**config.mk**
```make
export PLATFORM = sky130hd
export DESIGN_NAME = bram_stream_loader_flat
export DESIGN_NICKNAME = d
export VERILOG_FILES = /design/src/rtl/bram_stream_loader_if.sv /design/src/rtl/bram_stream_loader.sv /design/src/flat_wrapper.sv
export SDC_FILE = /design/constraint.sdc
export NUM_CORES = 1
export LEC_CHECK = 0
export BUFFER_PORTS_ARGS = -buffer_cell sky130_fd_sc_hd__buf_4
export CORE_ASPECT_RATIO = 1.75
export CORE_MARGIN = 2
export CORE_UTILIZATION = 47
export CTS_CLUSTER_SIZE = 30
export DETAILED_ROUTE_END_ITERATION = 7
export GPL_TIMING_DRIVEN = 1
export PLACE_DENSITY = 0.82
export SLEW_MARGIN = 20
export SYNTH_ARGS = -nofsm -noshare
export SYNTH_HDL_FRONTEND = slang
export SYNTH_SLANG_ARGS = --single-unit
```
**constraint.sdc**
```tcl
create_clock -name clk -period 5.3 [get_ports clk]
set_input_delay 1.06 -clock clk [delete_from_list [all_inputs] [get_ports clk]]
set_output_delay 1.06 -clock clk [all_outputs]
set_load 0.05 [all_outputs]
```
**src/rtl/bram_stream_loader_if.sv**
```systemverilog
// Bus bundle between the stream loader and its surroundings: AXI-Stream
// operand input, BRAM port-1 write port, multiplier handshake and status.
interface bram_stream_loader_if #(
  parameter int BRAM_DW = 64,
  parameter int BRAM_AW = 10
) ();

  logic               start;
  logic [BRAM_DW-1:0] s_axis_tdata;
  logic               s_axis_tvalid;
  logic               s_axis_tready;
  logic               s_axis_tlast;
  logic [BRAM_AW-1:0] bram_addr;
  logic [BRAM_DW-1:0] bram_wrdata;
  logic               bram_en_a;
  logic               bram_we_a;
  logic               bram_en_b;
  logic               bram_we_b;
  logic               mm_start;
  logic               mm_finish;
  logic               busy;
  logic               done;
  logic               err_len;

  // Loader side
  modport master (
    input  start, s_axis_tdata, s_axis_tvalid, s_axis_tlast, mm_finish,
    output s_axis_tready, bram_addr, bram_wrdata, bram_en_a, bram_we_a,
           bram_en_b, bram_we_b, mm_start, busy, done, err_len
  );

  // Environment side (stream source, BRAMs, multiplier, controller)
  modport slave (
    output start, s_axis_tdata, s_axis_tvalid, s_axis_tlast, mm_finish,
    input  s_axis_tready, bram_addr, bram_wrdata, bram_en_a, bram_we_a,
           bram_en_b, bram_we_b, mm_start, busy, done, err_len
  );

endinterface

```
**src/rtl/bram_stream_loader.sv**
```systemverilog
// Streams WORDS_A + WORDS_B operand beats into two BRAMs through port 1,
// then kicks the matrix multiplier and waits for it to finish.
// All outputs come straight from flops; nothing combinational reaches a port.
module bram_stream_loader #(
  parameter int BRAM_DW = 64,
  parameter int BRAM_AW = 10,
  parameter int WORDS_A = 512,
  parameter int WORDS_B = 512
) (
  input logic                  clk,
  input logic                  rst,
  bram_stream_loader_if.master bus
);

  localparam logic [2:0] StIdle   = 3'd0;
  localparam logic [2:0] StLoadA  = 3'd1;
  localparam logic [2:0] StLoadB  = 3'd2;
  localparam logic [2:0] StKick   = 3'd3;
  localparam logic [2:0] StWaitMm = 3'd4;
  localparam logic [2:0] StDone   = 3'd5;

  localparam logic [BRAM_AW-1:0] LastA = BRAM_AW'(WORDS_A - 1);
  localparam logic [BRAM_AW-1:0] LastB = BRAM_AW'(WORDS_B - 1);

  logic [2:0]         r_state;
  logic [2:0]         w_state_d;
  logic [BRAM_AW-1:0] r_cnt;
  logic [BRAM_AW-1:0] w_cnt_d;
  logic               w_accept;
  logic               w_err_set;
  logic               w_start_ok;

  logic               r_tready;
  logic               r_busy;
  logic               r_done;
  logic               r_mm_start;
  logic               r_err;
  logic               r_wr_a;
  logic               r_wr_b;
  logic [BRAM_AW-1:0] r_addr;
  logic [BRAM_DW-1:0] r_wrdata;

  // tready is high exactly in the load states, so acceptance keys off the state
  assign w_accept   = ((r_state == StLoadA) || (r_state == StLoadB)) && bus.s_axis_tvalid;
  assign w_start_ok = (r_state == StIdle) && bus.start;

  // Next-state, beat counter and framing-error detection
  always_comb begin
    w_state_d = r_state;
    w_cnt_d   = r_cnt;
    w_err_set = 1'b0;
    case (r_state)
      StIdle: begin
        if (bus.start) begin
          w_state_d = StLoadA;
          w_cnt_d   = '0;
        end
      end
      StLoadA: begin
        if (w_accept) begin
          if (bus.s_axis_tlast) begin
            // Any tlast inside matrix A is early: abort without kicking
            w_err_set = 1'b1;
            w_state_d = StDone;
          end else if (r_cnt == LastA) begin
            w_state_d = StLoadB;
            w_cnt_d   = '0;
          end else begin
            w_cnt_d = r_cnt + BRAM_AW'(1);
          end
        end
      end
      StLoadB: begin
        if (w_accept) begin
          if (r_cnt == LastB) begin
            // Missing tlast on the final beat is flagged but not fatal
            w_err_set = !bus.s_axis_tlast;
            w_state_d = StKick;
            w_cnt_d   = '0;
          end else if (bus.s_axis_tlast) begin
            w_err_set = 1'b1;
            w_state_d = StDone;
          end else begin
            w_cnt_d = r_cnt + BRAM_AW'(1);
          end
        end
      end
      StKick:   w_state_d = StWaitMm;
      StWaitMm: if (bus.mm_finish) w_state_d = StDone;
      StDone:   w_state_d = StIdle;
      default:  w_state_d = StIdle;
    endcase
  end

  // State, counter and registered outputs
  always_ff @(posedge clk) begin
    if (rst) begin
      r_state    <= StIdle;
      r_cnt      <= '0;
      r_tready   <= 1'b0;
      r_busy     <= 1'b0;
      r_done     <= 1'b0;
      r_mm_start <= 1'b0;
      r_err      <= 1'b0;
      r_wr_a     <= 1'b0;
      r_wr_b     <= 1'b0;
      r_addr     <= '0;
      r_wrdata   <= '0;
    end else begin
      r_state  <= w_state_d;
      r_cnt    <= w_cnt_d;
      r_tready <= (w_state_d == StLoadA) || (w_state_d == StLoadB);
      r_busy   <= (w_state_d != StIdle);
      r_done   <= (w_state_d == StDone);
      // Lags KICK by one cycle so the last B write lands before the multiplier starts
      r_mm_start <= (r_state == StKick);
      r_wr_a     <= w_accept && (r_state == StLoadA);
      r_wr_b     <= w_accept && (r_state == StLoadB);
      if (w_accept) begin
        r_addr   <= r_cnt;
        r_wrdata <= bus.s_axis_tdata;
      end
      if (w_start_ok) begin
        r_err <= 1'b0;
      end else if (w_err_set) begin
        r_err <= 1'b1;
      end
    end
  end

  assign bus.s_axis_tready = r_tready;
  assign bus.bram_addr     = r_addr;
  assign bus.bram_wrdata   = r_wrdata;
  assign bus.bram_en_a     = r_wr_a;
  assign bus.bram_we_a     = r_wr_a;
  assign bus.bram_en_b     = r_wr_b;
  assign bus.bram_we_b     = r_wr_b;
  assign bus.mm_start      = r_mm_start;
  assign bus.busy          = r_busy;
  assign bus.done          = r_done;
  assign bus.err_len       = r_err;

endmodule

```
**src/flat_wrapper.sv**
```systemverilog
// flat-port wrapper written by rule: the top's interface ports become plain ports
module bram_stream_loader_flat 
#(
  parameter int BRAM_DW = 64,
  parameter int BRAM_AW = 10,
  parameter int WORDS_A = 512,
  parameter int WORDS_B = 512
)
  (clk, rst, bus_start, bus_s_axis_tdata, bus_s_axis_tvalid, bus_s_axis_tlast, bus_mm_finish, bus_s_axis_tready, bus_bram_addr, bus_bram_wrdata, bus_bram_en_a, bus_bram_we_a, bus_bram_en_b, bus_bram_we_b, bus_mm_start, bus_busy, bus_done, bus_err_len);
  bram_stream_loader_if #(.BRAM_DW(BRAM_DW), .BRAM_AW(BRAM_AW)) bus_i ();
  input logic clk;
  input logic rst;
  input wire logic [$bits(bus_i.start)-1:0] bus_start;
  input wire logic [$bits(bus_i.s_axis_tdata)-1:0] bus_s_axis_tdata;
  input wire logic [$bits(bus_i.s_axis_tvalid)-1:0] bus_s_axis_tvalid;
  input wire logic [$bits(bus_i.s_axis_tlast)-1:0] bus_s_axis_tlast;
  input wire logic [$bits(bus_i.mm_finish)-1:0] bus_mm_finish;
  output wire logic [$bits(bus_i.s_axis_tready)-1:0] bus_s_axis_tready;
  output wire logic [$bits(bus_i.bram_addr)-1:0] bus_bram_addr;
  output wire logic [$bits(bus_i.bram_wrdata)-1:0] bus_bram_wrdata;
  output wire logic [$bits(bus_i.bram_en_a)-1:0] bus_bram_en_a;
  output wire logic [$bits(bus_i.bram_we_a)-1:0] bus_bram_we_a;
  output wire logic [$bits(bus_i.bram_en_b)-1:0] bus_bram_en_b;
  output wire logic [$bits(bus_i.bram_we_b)-1:0] bus_bram_we_b;
  output wire logic [$bits(bus_i.mm_start)-1:0] bus_mm_start;
  output wire logic [$bits(bus_i.busy)-1:0] bus_busy;
  output wire logic [$bits(bus_i.done)-1:0] bus_done;
  output wire logic [$bits(bus_i.err_len)-1:0] bus_err_len;
  assign bus_i.start = bus_start;
  assign bus_i.s_axis_tdata = bus_s_axis_tdata;
  assign bus_i.s_axis_tvalid = bus_s_axis_tvalid;
  assign bus_i.s_axis_tlast = bus_s_axis_tlast;
  assign bus_i.mm_finish = bus_mm_finish;
  assign bus_s_axis_tready = bus_i.s_axis_tready;
  assign bus_bram_addr = bus_i.bram_addr;
  assign bus_bram_wrdata = bus_i.bram_wrdata;
  assign bus_bram_en_a = bus_i.bram_en_a;
  assign bus_bram_we_a = bus_i.bram_we_a;
  assign bus_bram_en_b = bus_i.bram_en_b;
  assign bus_bram_we_b = bus_i.bram_we_b;
  assign bus_mm_start = bus_i.mm_start;
  assign bus_busy = bus_i.busy;
  assign bus_done = bus_i.done;
  assign bus_err_len = bus_i.err_len;
  bram_stream_loader #(.BRAM_DW(BRAM_DW), .BRAM_AW(BRAM_AW), .WORDS_A(WORDS_A), .WORDS_B(WORDS_B)) u_core (.clk(clk), .rst(rst), .bus(bus_i));
endmodule
```
==> impl_metrics.json <==
{
  "hold_buffers": 0,
  "layout_min_cycle_time_ns": 2.48,
  "final_cell_mix": "nand2_1, buf_4, dfxtp_1",
  "cp-startpoint": "u_core.r_state[1]",
  "setup_violations": 0,
  "rsz0062_at_grt": "false",
  "startpoint_type": "register",
  "critPathRequiredTime_ns": 5.55,
  "cts_tree": "yes",
  "syn_to_final_growth_pct": 39.0,
  "post-place-ws_ns": 2.71,
  "vdd_drop_max_uv": 238,
  "layout_commonest_cell": "nand2_1",
  "power_mw": 1.65,
  "diodes": 0,
  "overflow": 0,
  "ys_ff_latch": 94,
  "syn_area_um2": 3560,
  "core_region_area_um2": 7460,
  "outcome": "complete, no violations",
  "maxCapViolations": 0,
  "io_buffers": 152,
  "crit_path_end_kind": "register",
  "cts_buffers": 9,
  "final_nets": 642,
  "crit_type": "register to register",
  "vias": 3391,
  "finalSetupTns_ns": 0,
  "grt_pass1_wl_mm": 14.7,
  "antenna_found_initial": 0,
  "finalWorstSetupSlack_ns": 2.82,
  "dp_hpwl_mm": 6.33,
  "design_area_um2": 4960,
  "place_congestion": 0.809,
  "syn-num-nets": 509,
  "hold_path.class": "register to register",
  "io_pins": 153,
  "cts_resized": 0,
  "die_area_um2": 8320,
  "post-route-period-util": 0.468,
  "cts_root_buffer": "clkbuf_16",
  "worstMarginPinSlew_ns": 0.858,
  "clk_path_buf_depth": 2,
  "timing.rr.start": "u_core.r_state[1]",
  "ant_nets": 0,
  "start_util": 0.478,
  "postPlaceCellArea_um2": 4670,
  "path_max_fanout": 48,
  "die_h_um": 119,
  "synth.distinct_cells": 38,
  "postCtsSetupBuffers": 0,
  "drive_above_1_share": 0.305,
  "timing.hold.ws_ns": 0.453,
  "grt_max_degree": 86,
  "drc": 0,
  "grt_use_total": 0.219,
  "skew_ns": 0.00430,
  "max_freq_ghz": 0.403,
  "vias_per_cell": 5.13,
  "syn_avg_cell_area_um2": 8.16,
  "firstDrtPassIters": 4,
  "seq_area_frac_synth": 0.528,
  "clk_pin_slew_ns": 0.06,
  "clock_latency_ns": 0.33,
  "placed_cells": 647,
  "crit_arrival_ns": 2.73,
  "leakage_nw": 2.10,
  "maxSlewViolCount": 0,
  "slew_headroom": 0.428,
  "routed_wl_mm": 9.15,
  "utilization": 0.664,
  "dr.first_iter.drc_count": 187,
  "min_from": "u_core.bus.bram_addr[9]",
  "finalNonFillerCells": 661,
  "grt_pass1_vias": 3144,
  "htreeDepth": 3,
  "hold_viol": 0,
  "die_w_um": 69.8,
  "synthCells": 437,
  "wire_per_inst_um": 13.8,
  "power_density_nw_per_um2": 334,
  "fp-row-count": 42,
  "cts_sinks": 94,
  "ys_warn_count": 0
}
-- cell type report --
cell class              instances  area, um2
fillers                       625       2510
clock inverters                 1       30.0
flip-flops and latches         94       1880
clock buffers                  13        260
well taps                      88        110
multi-input cells             311       1520
repair buffers                154       1160
-- critical path: stages (launching register included) --
cell	delay [ns]
dfxtp_1	0.56
nand2b_1	0.21
a21oi_1	0.30
and2_2	0.52
buf_4	0.51
nand2_1	0.12
a21oi_1	0.14
-- power breakdown --
group | switching (mW) | internal, mW | total (mW)
sequential | 0.0183 | 0.735 | 0.754
clock | 0.242 | 0.386 | 0.628
combinational | 0.177 | 0.0947 | 0.272
-- worst paths after layout --
kind,to,slack [ns],cells past startpoint
max reg2reg,u_core.bus.bram_wrdata[19],2.82,6
min reg2reg,u_core.bus.bram_addr[9],0.45,2
max,u_core.bus.bram_wrdata[19],2.82,6
min,u_core.bus.bram_addr[9],0.45,2
-- kinds of logic (layout without fill, tap and decap cells) --
| family | Yosys count | after routing | share of synthesized area |
|---|---|---|---|
| AOI/OAI and AO/OA | 96 | 96 | 0.148 |
| DFF | 94 | 94 | 0.528 |
| buffers and inverters | 32 | 168 | 0.0474 |
| adders and majority gates | 2 | 2 | 0.00702 |
| xor gates and xnor gates | 8 | 8 | 0.0197 |
| and+or+nand+nor | 202 | 202 | 0.241 |
| muxes | 3 | 3 | 0.00878 |
-- sequential cells by signal, indices dropped and copies added, names as in the netlist --
name and count:
u_core.bus.mm_start 1, u_core.r_state 3, u_core.bus.bram_en_b 1, u_core.bus.bram_wrdata 64, u_core.bus.busy 1, u_core.bus.done 1
u_core.bus.bram_en_a 1, u_core.bus.err_len 1, u_core.r_cnt 10, u_core.bus.bram_addr 10, u_core.bus.s_axis_tready 1
-- synth_stat cells (all sizes together) --
library cell	instances	area [um2]
a21o	2	15.0
mux2i	2	20.0
nand4	3	18.8
and3b	1	8.76
o21a	1	7.51
and2	1	6.26
and4	2	17.5
o31a	1	8.76
a31oi	2	12.5
dfxtp	94	1880
o2bb2ai	1	8.76
mux2	1	11.3
nor3	3	15.0
nand2	156	586
a31o	1	8.76
xor2	8	70.1
nand2b	5	38.8
clkbuf	11	41.3
a21oi	83	419
nor3b	3	22.5
nor2	14	52.6
and4b	1	10.0
nand3	6	40.0
buf	21	128
or4	1	7.51
o22ai	2	26.3
o32a	1	10.0
o21ai	2	10.0
nor2b	2	12.5
and3	4	25.0
ha	2	25.0
-- layer usage --
layer	GRT usage	part of all wire	wire (um)
met3	0.0618	0.056	511
met1	0.237	0.37	3390
met4	0.118	0.041	376
met5	0	0	0
met2	0.379	0.53	4870
No activity file was read; power rests on OpenSTA's default activity.
